[src/rtl/spi_master_if.sv]
// Bus bundle between a host controller and the SPI mode-0 master:
// word handshake, captured-word strobe, status and the four SPI pins.
interface spi_master_if #(
  parameter int WORD_W = 16
);
  logic [WORD_W-1:0] tx_data;
  logic              tx_valid;
  logic              tx_ready;
  logic [WORD_W-1:0] rx_data;
  logic              rx_valid;
  logic              busy;
  logic              sck;
  logic              cs_n;
  logic              mosi;
  logic              miso;

  modport master (
    input  tx_data, tx_valid, miso,
    output tx_ready, rx_data, rx_valid, busy, sck, cs_n, mosi
  );

  modport slave (
    output tx_data, tx_valid, miso,
    input  tx_ready, rx_data, rx_valid, busy, sck, cs_n, mosi
  );
endinterface

[src/rtl/spi_master.sv]
// SPI mode-0 master: one MSB-first word per cs_n frame, full duplex capture.
//   state  | meaning
//   IDLE   | cs_n high, tx_ready high, waiting for a word
//   SETUP  | cs_n low, sck low, first bit on mosi before the first rise
//   SCK_HI | sck high half-period
//   SCK_LO | sck low half-period, next bit on mosi
//   HOLD   | sck low after the last fall, cs_n still low
//   GAP    | cs_n high recovery before accepting the next word
module spi_master #(
  parameter int WORD_W   = 16,
  parameter int CLK_DIV  = 2,
  parameter int CS_SETUP = 2,
  parameter int CS_HOLD  = 2,
  parameter int CS_GAP   = 2
) (
  input  logic         clk,
  input  logic         rst_n,
  spi_master_if.master bus
);

  localparam int MAX_A = (CLK_DIV  > CS_SETUP) ? CLK_DIV  : CS_SETUP;
  localparam int MAX_B = (CS_HOLD  > CS_GAP)   ? CS_HOLD  : CS_GAP;
  localparam int MAX_C = (MAX_A    > MAX_B)    ? MAX_A    : MAX_B;
  localparam int CNT_W = (MAX_C > 1) ? $clog2(MAX_C) : 1;
  localparam logic [3:0] LAST_BIT = 4'(WORD_W - 1);

  typedef enum logic [2:0] {
    IDLE   = 3'd0,
    SETUP  = 3'd1,
    SCK_HI = 3'd2,
    SCK_LO = 3'd3,
    HOLD   = 3'd4,
    GAP    = 3'd5
  } state_t;

  state_t            state, state_nxt;
  logic [CNT_W-1:0]  cnt, cnt_nxt;
  logic [3:0]        bit_cnt, bit_cnt_nxt;
  logic [WORD_W-1:0] tx_sh, tx_sh_nxt;
  logic [WORD_W-1:0] rx_sh, rx_sh_nxt;
  logic [WORD_W-1:0] rx_data_q, rx_data_nxt;
  logic              rx_valid_q, rx_valid_nxt;
  logic              sck_q, sck_nxt;
  logic              cs_n_q, cs_n_nxt;
  logic              busy_q, busy_nxt;
  logic              tx_ready_q, tx_ready_nxt;
  logic              last, accept;

  assign last   = (cnt == '0);
  assign accept = bus.tx_valid & tx_ready_q;

  always_ff @(posedge clk) begin
    if (!rst_n) state <= IDLE;
    else        state <= state_nxt;
  end

  always_comb begin
    state_nxt = state;
    case (state)
      IDLE:    if (accept) state_nxt = SETUP;
      SETUP:   if (last)   state_nxt = SCK_HI;
      SCK_HI:  if (last)   state_nxt = (bit_cnt == LAST_BIT) ? HOLD : SCK_LO;
      SCK_LO:  if (last)   state_nxt = SCK_HI;
      HOLD:    if (last)   state_nxt = GAP;
      GAP:     if (last)   state_nxt = IDLE;
      default:             state_nxt = IDLE;
    endcase
  end

  // Next values of every registered output and datapath register.
  always_comb begin
    cnt_nxt      = last ? cnt : cnt - CNT_W'(1);
    bit_cnt_nxt  = bit_cnt;
    tx_sh_nxt    = tx_sh;
    rx_sh_nxt    = rx_sh;
    rx_data_nxt  = rx_data_q;
    rx_valid_nxt = 1'b0;
    sck_nxt      = sck_q;
    cs_n_nxt     = cs_n_q;
    case (state)
      IDLE: begin
        if (accept) begin
          tx_sh_nxt   = bus.tx_data;
          cs_n_nxt    = 1'b0;
          sck_nxt     = 1'b0;
          bit_cnt_nxt = 4'd0;
          cnt_nxt     = CNT_W'(CS_SETUP - 1);
        end
      end
      SETUP, SCK_LO: begin
        // miso is captured in the cycle right before each sck rise
        if (last) begin
          rx_sh_nxt = {rx_sh[WORD_W-2:0], bus.miso};
          sck_nxt   = 1'b1;
          cnt_nxt   = CNT_W'(CLK_DIV - 1);
        end
      end
      SCK_HI: begin
        if (last) begin
          sck_nxt = 1'b0;
          if (bit_cnt == LAST_BIT) begin
            cnt_nxt = CNT_W'(CS_HOLD - 1);
          end else begin
            tx_sh_nxt   = {tx_sh[WORD_W-2:0], 1'b0};
            bit_cnt_nxt = bit_cnt + 4'd1;
            cnt_nxt     = CNT_W'(CLK_DIV - 1);
          end
        end
      end
      HOLD: begin
        if (last) begin
          cs_n_nxt     = 1'b1;
          tx_sh_nxt    = '0;
          rx_data_nxt  = rx_sh;
          rx_valid_nxt = 1'b1;
          cnt_nxt      = CNT_W'(CS_GAP - 1);
        end
      end
      default: ;
    endcase
    tx_ready_nxt = (state_nxt == IDLE);
    busy_nxt     = (state_nxt != IDLE);
  end

  always_ff @(posedge clk) begin
    if (!rst_n) begin
      cnt        <= '0;
      bit_cnt    <= 4'd0;
      tx_sh      <= '0;
      rx_sh      <= '0;
      rx_data_q  <= '0;
      rx_valid_q <= 1'b0;
      sck_q      <= 1'b0;
      cs_n_q     <= 1'b1;
      busy_q     <= 1'b0;
      tx_ready_q <= 1'b0;
    end else begin
      cnt        <= cnt_nxt;
      bit_cnt    <= bit_cnt_nxt;
      tx_sh      <= tx_sh_nxt;
      rx_sh      <= rx_sh_nxt;
      rx_data_q  <= rx_data_nxt;
      rx_valid_q <= rx_valid_nxt;
      sck_q      <= sck_nxt;
      cs_n_q     <= cs_n_nxt;
      busy_q     <= busy_nxt;
      tx_ready_q <= tx_ready_nxt;
    end
  end

  // mosi is the shifter MSB; the shifter is cleared when the frame closes
  assign bus.mosi     = tx_sh[WORD_W-1];
  assign bus.sck      = sck_q;
  assign bus.cs_n     = cs_n_q;
  assign bus.rx_data  = rx_data_q;
  assign bus.rx_valid = rx_valid_q;
  assign bus.busy     = busy_q;
  assign bus.tx_ready = tx_ready_q;

endmodule

[src/flat_wrapper.sv]
// flat-port wrapper written by rule: the top's interface ports become plain ports
module spi_master_flat 
#(
  parameter int WORD_W   = 16,
  parameter int CLK_DIV  = 2,
  parameter int CS_SETUP = 2,
  parameter int CS_HOLD  = 2,
  parameter int CS_GAP   = 2
)
  (clk, rst_n, bus_tx_data, bus_tx_valid, bus_miso, bus_tx_ready, bus_rx_data, bus_rx_valid, bus_busy, bus_sck, bus_cs_n, bus_mosi);
  spi_master_if #(.WORD_W(WORD_W)) bus_i ();
  input  logic clk;
  input  logic rst_n;
  input wire logic [$bits(bus_i.tx_data)-1:0] bus_tx_data;
  input wire logic [$bits(bus_i.tx_valid)-1:0] bus_tx_valid;
  input wire logic [$bits(bus_i.miso)-1:0] bus_miso;
  output wire logic [$bits(bus_i.tx_ready)-1:0] bus_tx_ready;
  output wire logic [$bits(bus_i.rx_data)-1:0] bus_rx_data;
  output wire logic [$bits(bus_i.rx_valid)-1:0] bus_rx_valid;
  output wire logic [$bits(bus_i.busy)-1:0] bus_busy;
  output wire logic [$bits(bus_i.sck)-1:0] bus_sck;
  output wire logic [$bits(bus_i.cs_n)-1:0] bus_cs_n;
  output wire logic [$bits(bus_i.mosi)-1:0] bus_mosi;
  assign bus_i.tx_data = bus_tx_data;
  assign bus_i.tx_valid = bus_tx_valid;
  assign bus_i.miso = bus_miso;
  assign bus_tx_ready = bus_i.tx_ready;
  assign bus_rx_data = bus_i.rx_data;
  assign bus_rx_valid = bus_i.rx_valid;
  assign bus_busy = bus_i.busy;
  assign bus_sck = bus_i.sck;
  assign bus_cs_n = bus_i.cs_n;
  assign bus_mosi = bus_i.mosi;
  spi_master #(.WORD_W(WORD_W), .CLK_DIV(CLK_DIV), .CS_SETUP(CS_SETUP), .CS_HOLD(CS_HOLD), .CS_GAP(CS_GAP)) u_core (.clk(clk), .rst_n(rst_n), .bus(bus_i));
endmodule
[config.mk]
export PLATFORM = sky130hd
export DESIGN_NAME = spi_master_flat
export DESIGN_NICKNAME = d
export VERILOG_FILES = /design/src/rtl/spi_master_if.sv /design/src/rtl/spi_master.sv /design/src/flat_wrapper.sv
export SDC_FILE = /design/constraint.sdc
export NUM_CORES = 1
export LEC_CHECK = 0
export CELL_PAD_IN_SITES_DETAIL_PLACEMENT = 2
export CELL_PAD_IN_SITES_GLOBAL_PLACEMENT = 2
export CORE_ASPECT_RATIO = 1.4
export CORE_MARGIN = 2
export CORE_UTILIZATION = 33
export DETAILED_ROUTE_END_ITERATION = 8
export GPL_ROUTABILITY_DRIVEN = 0
export PLACE_DENSITY = 0.88
export SYNTH_ARGS = -nofsm -noshare
export SYNTH_HDL_FRONTEND = slang
export SYNTH_SLANG_ARGS = --single-unit
[constraint.sdc]
create_clock -name clk -period 2.4 [get_ports clk]
set_clock_uncertainty 0.15 [all_clocks]
set_input_delay 0.24 -clock clk [delete_from_list [all_inputs] [get_ports clk]]
set_output_delay 0.24 -clock clk [all_outputs]
set_load 0.01 [all_outputs]
==> results.sh, run 1 <==
export IMPL_numCtsBuffers=9
export IMPL_outcome="completed"
export IMPL_ys_types=40
export IMPL_worst_hold_slack_ps=307
export IMPL_synth_fp_nets=329
export IMPL_seq_area_frac_synth_pct=43.6
export IMPL_maxSlewHeadroom_pct=20.1
export IMPL_clockBufferDepth=2
export IMPL_syn_area_um2=2800
export IMPL_synth_area_leaders="dfxtp_1 (44%), nand2_1 (9.5%), a21oi_1 (7.3%)"
export IMPL_r2r_end="u_core.tx_sh[7]"
export IMPL_die_area_um2=9240
export IMPL_first_pass_iters=4
export IMPL_finalPower_w=0.00328
export IMPL_fmax_mhz=447
export IMPL_numPortBuffers=41
export IMPL_core_area_um2=8200
export IMPL_min_to="u_core.bus.rx_data[15]"
export IMPL_cts_resized_gates=0
export IMPL_cts_tree="yes"
export IMPL_synth_mux_area_share_pct=0.760
export IMPL_slew_viol_final=0
export IMPL_worstReg2RegStart="u_core.state[2]"
export IMPL_postSynthCellCount=308
export IMPL_viasPerCell=5.41
export IMPL_nets=363
export IMPL_clock_sinks=61
export IMPL_crit_arrival_ps=2340
export IMPL_hp_start="u_core.rx_sh[15]"
export IMPL_synth_area_leader_cell="dfxtp_1"
export IMPL_initial_core_util_pct=34.1
export IMPL_reg2regPathDepth=3
export IMPL_finalHoldViolations=0
export IMPL_worstPathRequired_ps=2500
export IMPL_worstHoldPathType="reg2reg"
export IMPL_peakVddDrop_uv=363
export IMPL_synth_top_family_by_area="compound AO/OA/AOI/OAI gates"
export IMPL_power_density_nw_per_um2=926
export IMPL_htree_levels=3
export IMPL_grt_max_degree=23
export IMPL_synth_simple_area_share_pct=18.4
export IMPL_synth_xor_area_share_pct=1.25
export IMPL_setup_tns_ps=0
export IMPL_diodes=0
export IMPL_clkTransAtPathRegs_ps=50
export IMPL_min_path_cells=2
export IMPL_clkLatencyLatePin_ps=330
export IMPL_yosysTopAreaCellShare_pct=43.6
export IMPL_critPathMaxFanout=15
export IMPL_wl_per_cell_um=18.0
export IMPL_hold_buffers=0
export IMPL_ys_ff_latch=61
export IMPL_drc=0
export IMPL_synth_compound_area_share_pct=28.6
export IMPL_cts_setup_buffers=0
export IMPL_track_usage_pct=18.8
export IMPL_root_buffer="clkbuf_16"
export IMPL_yosysWarnings=0
export IMPL_syn_avg_cell_area_um2=9.08
export IMPL_ff2ff_setup_slack_ps=160
export IMPL_grt_pass1_vias=2694
export IMPL_rsz0062_at_grt="false"
export IMPL_grt_pass1_wl_um=13400
export IMPL_num_fill_cells=920
export IMPL_ant_nets=0
export IMPL_path_class="reg2reg"
export IMPL_finalSetupViolations=0
export IMPL_rows=39
export IMPL_layout_worst_path_cycle_share_pct=93.3
export IMPL_io_pins=42
export IMPL_tightest_slew_ps=1200
export IMPL_end_kind="flop"
export IMPL_area_growth_pct=26.7
export IMPL_vias=2428
export IMPL_die_h_um=113
export IMPL_grt_overflow=0
export IMPL_cp_start_kind="flop"
export IMPL_totalWireLength_um=8090
export IMPL_dieWidth_um=81.8
export IMPL_grt_antenna_before_repair=0
export IMPL_drive_above_1_share_pct=12.7
export IMPL_max_cap_violations=0
export IMPL_dp_hpwl_um=5030
export IMPL_p_leak_nw=1.26
export IMPL_initialDrtViolationCount=89
export IMPL_yosys_area_share_adder_pct=0.447
export IMPL_min_period_ps=2240
## routing by layer
metal	global-route usage (%)	part of all wire, %	up-vias
met5	0	0	-
met4	7.67	1.8	0
met3	2.87	2.1	11
met2	34.3	55	36
met1	21.0	41	1226
li1	-	-	1155
## cell usage in the layout, fill, tap and decap left out, types with 9 or more instances in the layout
master and n:
a21oi_4 10, a22oi_1 16, clkdlybuf4s50_1 41, a21oi_1 41, dfxtp_1 61, clkbuf_16 9, nand2_1 71, a22o_1 15
nor2_1 11, o31ai_1 16
## sequential cells by signal, indices dropped and copies added, names as in the netlist
register / count
u_core.bit_cnt: 4
u_core.bus.busy: 1
u_core.bus.cs_n: 1
u_core.bus.rx_data: 16
u_core.bus.rx_valid: 1
u_core.bus.sck: 1
u_core.bus.tx_ready: 1
u_core.cnt: 1
u_core.rx_sh: 16
u_core.state: 3
u_core.tx_sh: 16
## kinds of logic (layout without fill, tap and decap cells)
logic type	Yosys count	count (layout)
compound gates	105	105
xor+xnor	4	4
fa+ha+maj	1	1
buf+inv	28	67
flops	61	61
mux	2	2
simple gates	107	107
## through the flow
stage | cells | area, um2 | util (%) | worst slack, ps
floorplan | 308 | 2800 | - | 655
CTS | 449 | 3540 | 43.2 | 64.4
detailed placement | 433 | 3230 | 39.4 | 156
global route | 449 | 3540 | 43.2 | 3.29
finish | 449 | 3540 | 43.2 | 161
global placement | 433 | 3230 | 39.4 | 281
## final cells by class
| class | count | area (um2) | share of cell area [%] |
|---|---|---|---|
| Tap cell | 102 | 128 | 3.60 |
| Clock inverter | 3 | 42.5 | 1.20 |
| Sequential cell | 61 | 1220 | 34.5 |
| Timing Repair Buffer | 50 | 490 | 13.8 |
| Clock buffer | 13 | 270 | 7.63 |
| Multi-Input combinational cell | 219 | 1390 | 39.2 |
| Inverter | 1 | 3.75 | 0.106 |
## power breakdown
part / switching [W] / internal, W
sequential: 0.000103 / 0.00112
clock: 0.000458 / 0.000886
combinational: 0.000406 / 0.000312
total: 0.000966 / 0.00232
## Yosys cell counts
cell type	instances
mux2i_1	1
a21oi_1	41
or2b_4	1
ha_1	1
and2_1	1
nor2b_1	2
xor2_1	1
nand3_1	4
nand3b_2	1
clkbuf_1	11
nor3_4	1
a21boi_4	1
o211ai_1	2
buf_12	2
or3_1	1
o21a_1	2
buf_6	5
o31ai_1	16
mux2_2	1
and4b_1	1
nand3b_1	1
o21bai_1	1
and2_4	1
nor4b_4	1
nor3b_1	1
o21ai_0	1
nand2_1	71
or2_4	1
a22o_1	15
xnor2_1	3
inv_1	1
nor2_1	12
buf_4	2
a21oi_4	10
dfxtp_1	61
buf_2	7
nor4_4	1
and3_1	2
nor3_1	4
a22oi_1	16
## worst max-delay path, stage by stage (launching register included)
cell and delay (ps):
dfxtp_1 460, o21bai_1 990, a22oi_1 330, a21oi_4 230
## worst max-delay path by stage
| stage | end | startpoint | cells after the start |
|---|---|---|---|
| after global placement | u_core.tx_sh[7] | u_core.state[2] | 3 |
| final | u_core.tx_sh[7] | u_core.state[2] | 3 |
| after floorplan | u_core.tx_sh[10] | u_core.bit_cnt[0] | 8 |
| after CTS | u_core.tx_sh[7] | u_core.state[0] | 4 |
| after global routing | u_core.tx_sh[7] | u_core.state[2] | 3 |
| after detailed placement | u_core.tx_sh[14] | u_core.state[0] | 4 |
No activity file was read; power rests on OpenSTA's default activity.
==> run 2, diff against run 1 <==
- CORE_UTILIZATION: 33 -> 34
- CTS_BUF_LIST: not set -> sky130_fd_sc_hd__clkbuf_4
- PLACE_DENSITY: 0.88 -> 0.9
==> results.sh, run 2 (synthesized netlist as in run 1, its figures left out) <==
export IMPL_numPortBuffers=41
export IMPL_slowest_stage="nor2_1"
export IMPL_fin_cells=449
export IMPL_die_h_um=111
export IMPL_cts_resized_gates=0
export IMPL_clockBufferDepth=2
export IMPL_finalHoldViolations=0
export IMPL_drc=0
export IMPL_root_buffer="clkbuf_4"
export IMPL_grt_max_degree=24
export IMPL_placed_cell_area_um2=3230
export IMPL_clkTransAtPathRegs_ps=110
export IMPL_path_class="reg2reg"
export IMPL_slew_viol_final=0
export IMPL_initialDrtViolationCount=46
export IMPL_totalWireLength_um=7710
export IMPL_viasPerCell=5.37
export IMPL_initial_core_util_pct=34.5
export IMPL_crit_path_cell_trace="nor2_1 > a22o_1 > a22oi_1 > a21oi_4"
export IMPL_worstHoldPathType="in2reg"
export IMPL_worstPathRequired_ps=2580
export IMPL_critPathMaxFanout=15
export IMPL_layout_cells_most_common="nand2_1"
export IMPL_crit_arrival_ps=2430
export IMPL_outcome="completed"
export IMPL_rows=39
export IMPL_tightest_slew_ps=1250
export IMPL_core_area_um2=8100
export IMPL_cp_start_kind="flop"
export IMPL_cts_setup_buffers=0
export IMPL_peakVddDrop_uv=276
export IMPL_dieWidth_um=80.7
export IMPL_first_pass_iters=5
export IMPL_fmax_mhz=445
export IMPL_clkLatencyLatePin_ps=400
export IMPL_numCtsBuffers=9
export IMPL_nets=363
export IMPL_track_usage_pct=18.3
export IMPL_grt_pass1_vias=2608
export IMPL_place_inst=433
export IMPL_wl_per_cell_um=17.2
export IMPL_final_area_um2=3390
export IMPL_final_cell_mix="nand2_1 (71), dfxtp_1 (61), a21oi_1 (41), clkdlybuf4s50_1 (41)"
export IMPL_clock_sinks=61
export IMPL_max_cap_violations=0
export IMPL_grt_overflow=0
export IMPL_finalSetupViolations=0
export IMPL_p_leak_nw=1.19
export IMPL_min_period_ps=2250
export IMPL_ant_nets=0
export IMPL_drive_above_1_share_pct=12.7
export IMPL_grt_pass1_wl_um=13000
export IMPL_finalPower_w=0.00278
export IMPL_maxSlewHeadroom_pct=16.3
export IMPL_io_pins=42
export IMPL_rsz0062_at_grt="false"
export IMPL_hold_buffers=0
export IMPL_die_area_um2=8980
export IMPL_dp_hpwl_um=5200
export IMPL_grt_antenna_before_repair=0
export IMPL_vias=2413
export IMPL_area_growth_pct=21.3
export IMPL_layout_worst_path_cycle_share_pct=93.7
export IMPL_cts_tree="yes"
export IMPL_end_kind="flop"
export IMPL_diodes=0
export IMPL_power_density_nw_per_um2=818
export IMPL_htree_levels=3
export IMPL_critPathMaxStageDelay_ps=980
export IMPL_setup_tns_ps=0
run 2: metal layers:
metal	share of wire (%)	track usage (%)
met5	0	0
met4	0.80	5.76
met3	3.2	3.57
met2	54	33.7
met1	42	20.7
run 2: worst max-delay path: cells and delay by family, from the launching register on:
family	cells	cell delay, ps
compound gates	3	610
flops	1	450
simple gates	1	980
run 2: final cells by class:
cell class	count	area, um2
clock buffers	9	67.6
clock inverters	7	98.8
fillers	903	4710
inverters	1	3.75
multi-input cells	219	1390
flip-flops and latches	61	1220
well taps	102	128
repair buffers	50	490
run 2: path summary, 6_finish.rpt:
path | startpoint | endpoint | slack (ps) | cells past startpoint
max | u_core.state[2] | u_core.tx_sh[14] | 150 | 4
min reg2reg | u_core.bus.rx_data[1] | u_core.bus.rx_data[1] | 320 | 2
min | bus_miso | u_core.rx_sh[0] | 240 | 3
max reg2reg | u_core.state[2] | u_core.tx_sh[14] | 150 | 4
run 2: where the power goes:
group          internal (W)  switching (W)  leakage, nW
sequential          0.00112      0.0000814        0.495
clock              0.000427       0.000416       0.0865
combinational      0.000311       0.000425        0.612
run 2: per-stage QoR:
step	utilization [%]	hold slack (ps)	worst slack, ps
floorplan	-	226	655
global placement	39.9	293	271
detailed placement	39.9	303	197
CTS	41.9	218	151
global route	41.9	232	0.224
finish	41.9	243	152
==> run 3, diff against run 2 <==
- ABC_AREA: not set -> 1
- CELL_PAD_IN_SITES_DETAIL_PLACEMENT: 2 -> not set
- CELL_PAD_IN_SITES_GLOBAL_PLACEMENT: 2 -> not set
- CORE_UTILIZATION: 34 -> 35
- PLACE_DENSITY: 0.9 -> 0.65
==> results.sh, run 3 <==
export IMPL_outcome="completed"
export IMPL_cp_top_family="simple AND/OR/NAND/NOR gates"
export IMPL_root_buffer="clkbuf_4"
export IMPL_grt_pass1_vias=2304
export IMPL_cp_start_kind="flop"
export IMPL_finalHoldViolations=0
export IMPL_worstHoldPathType="reg2reg"
export IMPL_synth_flop_cell="dfxtp_1"
export IMPL_end_kind="flop"
export IMPL_clkTransAtPathRegs_ps=110
export IMPL_totalWireLength_um=5650
export IMPL_worstPathRequired_ps=2590
export IMPL_swShare_pct=34.7
export IMPL_track_usage_pct=14.8
export IMPL_yosysTopAreaCellShare_pct=45.7
export IMPL_area_growth_pct=22.3
export IMPL_hold_buffers=0
export IMPL_worstReg2RegStart="u_core.state[2]"
export IMPL_r2r_end="u_core.tx_sh[7]"
export IMPL_syn_area_um2=2680
export IMPL_slew_viol_final=0
export IMPL_layout_cells_most_common="nand2_1"
export IMPL_yosysWarnings=0
export IMPL_worst_hold_slack_ps=306
export IMPL_ant_nets=0
export IMPL_layout_worst_path_cycle_share_pct=78.0
export IMPL_crit_end="u_core.tx_sh[7]"
export IMPL_clock_sinks=61
export IMPL_ff2ff_setup_slack_ps=530
export IMPL_max_cap_violations=0
export IMPL_seq_area_frac_synth_pct=45.7
export IMPL_path_class="reg2reg"
export IMPL_p_comb_share_pct=27.8
export IMPL_fin_cells=534
export IMPL_finalSetupViolations=0
export IMPL_io_pins=42
export IMPL_cp_depth=8
export IMPL_grt_pass1_wl_um=9860
export IMPL_synth_edf_count=0
export IMPL_setup_tns_ps=0
export IMPL_reg2regPathDepth=8
export IMPL_initial_core_util_pct=36.3
export IMPL_wl_per_cell_um=10.6
export IMPL_ys_types=23
export IMPL_die_area_um2=8370
export IMPL_clockBufferDepth=2
export IMPL_crit_arrival_ps=2060
export IMPL_p_switching_w=0.000961
export IMPL_power_density_nw_per_um2=847
export IMPL_grt_antenna_before_repair=0
export IMPL_drive_above_1_share_pct=7.78
export IMPL_crit_path_cell_trace="nor2_1 > nand2_1 > nand3_1 > nand2_1 > clkinv_1 > nand2_1 > nand2_1 > nor2_1"
export IMPL_seq_power_share_pct=47.0
export IMPL_dieWidth_um=77.9
export IMPL_first_pass_iters=4
export IMPL_clkPwrFrac_pct=25.3
export IMPL_slowest_stage="nand2_1"
export IMPL_worst_path_buf_inv=1
export IMPL_synth_area_leaders="dfxtp_1 (46%), nand2_1 (16%), nor2_1 (7.7%)"
export IMPL_peakVddDrop_uv=385
export IMPL_synth_area_leader_cell="dfxtp_1"
export IMPL_async_reset_ff_share_pct=0
export IMPL_numCtsBuffers=9
export IMPL_numPortBuffers=41
export IMPL_drc=0
export IMPL_min_period_ps=1870
export IMPL_final_cell_mix="nand2_1 (115), dfxtp_1 (61), nor2_1 (55)"
export IMPL_diodes=0
export IMPL_synth_common_cells="nand2_1 (115), dfxtp_1 (61), nor2_1 (55), inv_1 (40), o21ai_0 (31)"
export IMPL_fmax_mhz=534
export IMPL_tightest_slew_ps=681
export IMPL_synth_fp_nets=414
export IMPL_finalPower_w=0.00277
export IMPL_intPower_w=0.00181
export IMPL_post_synth_top_count_cell="nand2_1"
export IMPL_dp_hpwl_um=3770
export IMPL_cts_setup_buffers=0
export IMPL_postSynthCellCount=393
export IMPL_viasPerCell=4.43
export IMPL_vias=2366
export IMPL_clkLatencyLatePin_ps=400
export IMPL_initialDrtViolationCount=57
export IMPL_nets=454
export IMPL_p_leak_nw=1.46
export IMPL_grt_max_degree=34
export IMPL_core_area_um2=7360
export IMPL_rsz0062_at_grt="false"
export IMPL_crit_path_frequent_cell="nand2_1"
export IMPL_die_h_um=107
export IMPL_critPathMaxFanout=20
export IMPL_htree_levels=3
export IMPL_grt_overflow=0
export IMPL_syn_avg_cell_area_um2=6.81
export IMPL_cts_resized_gates=0
export IMPL_critPathMaxStageDelay_ps=520
export IMPL_place_inst=519
export IMPL_crit_path_start="u_core.state[2]"
export IMPL_ys_ff_latch=61
export IMPL_rows=37
export IMPL_cts_tree="yes"
export IMPL_maxSlewHeadroom_pct=54.5
-- run 3: cell count changes in the layout (fill, tap and decap cells not counted), sizes merged, moves of 3 or more --
cell	before	now
nand2	71	118
nor2	12	59
inv	2	45
o21ai	1	37
a21oi	51	21
nand3	4	25
a22oi	16	0
o31ai	16	0
a22o	15	0
nor3	5	0
clkinv	3	7
nand4	0	4
buf	9	6
-- run 3: area by class of cell --
cell class | instances | area [um2]
Timing Repair Buffer | 47 | 455
Clock buffer | 9 | 67.6
Inverter | 48 | 183
Tap cell | 97 | 121
Clock inverter | 6 | 65.1
Sequential cell | 61 | 1220
Multi-Input combinational cell | 266 | 1160
Fill cell | 761 | 4090
-- run 3: worst min path at each step --
stage / startpoint / end / slack [ps] / cells past startpoint
final: u_core.bus.cs_n / u_core.bus.cs_n / 310 / 2
after floorplan: u_core.rx_sh[15] / u_core.rx_sh[15] / 270 / 2
after global routing: u_core.bus.cs_n / u_core.bus.cs_n / 340 / 2
after detailed placement: u_core.bus.cs_n / u_core.bus.cs_n / 290 / 2
after CTS: bus_miso / u_core.rx_sh[0] / 300 / 3
after global placement: u_core.bus.cs_n / u_core.bus.cs_n / 280 / 2
-- run 3: kinds of logic (layout without fill, tap and decap cells) --
family | after synthesis | after routing | synth area share [%]
AO/OA/AOI/OAI | 58 | 58 | 11.0
flip-flops | 61 | 61 | 45.7
XOR/XNOR | 1 | 1 | 0.327
buffers and inverters | 66 | 110 | 11.1
AND/OR/NAND/NOR | 206 | 206 | 31.5
adder cells (fa/ha/maj) | 1 | 1 | 0.468
-- run 3: per-stage QoR --
stage / setup slack [ps] / utilization (%) / cell area (um2)
after floorplan: 880 / - / 2680
after global placement: 587 / 42.6 / 3140
after detailed placement: 548 / 42.6 / 3140
after CTS: 507 / 44.4 / 3270
after global routing: 298 / 44.4 / 3270
final: 528 / 44.4 / 3270
-- run 3: power by group through the flow --
stage | clock, W | combinational, W | sequential [W]
after floorplan | 0 | 0.000612 | 0.00131
after global placement | 0 | 0.000764 | 0.00132
after detailed placement | 0 | 0.000777 | 0.00133
after CTS | 0.000721 | 0.000781 | 0.00130
after global routing | 0.000760 | 0.000899 | 0.00133
final | 0.000700 | 0.000769 | 0.00130
-- run 3: worst register-to-register path: cells and delay by family, from the launching register on --
family | cells | cell delay, ps
DFF | 1 | 500
and+or+nand+nor | 7 | 1090
buffers and inverters | 1 | 60
-- run 3: layer usage --
metal / up-vias / part of all wire, % / GRT usage, %
li1: 1295 / - / -
met1: 1014 / 47 / 17.3
met5: - / 0 / 0
met4: 0 / 1.5 / 8.16
met3: 11 / 3.9 / 3.02
met2: 46 / 47 / 24.9
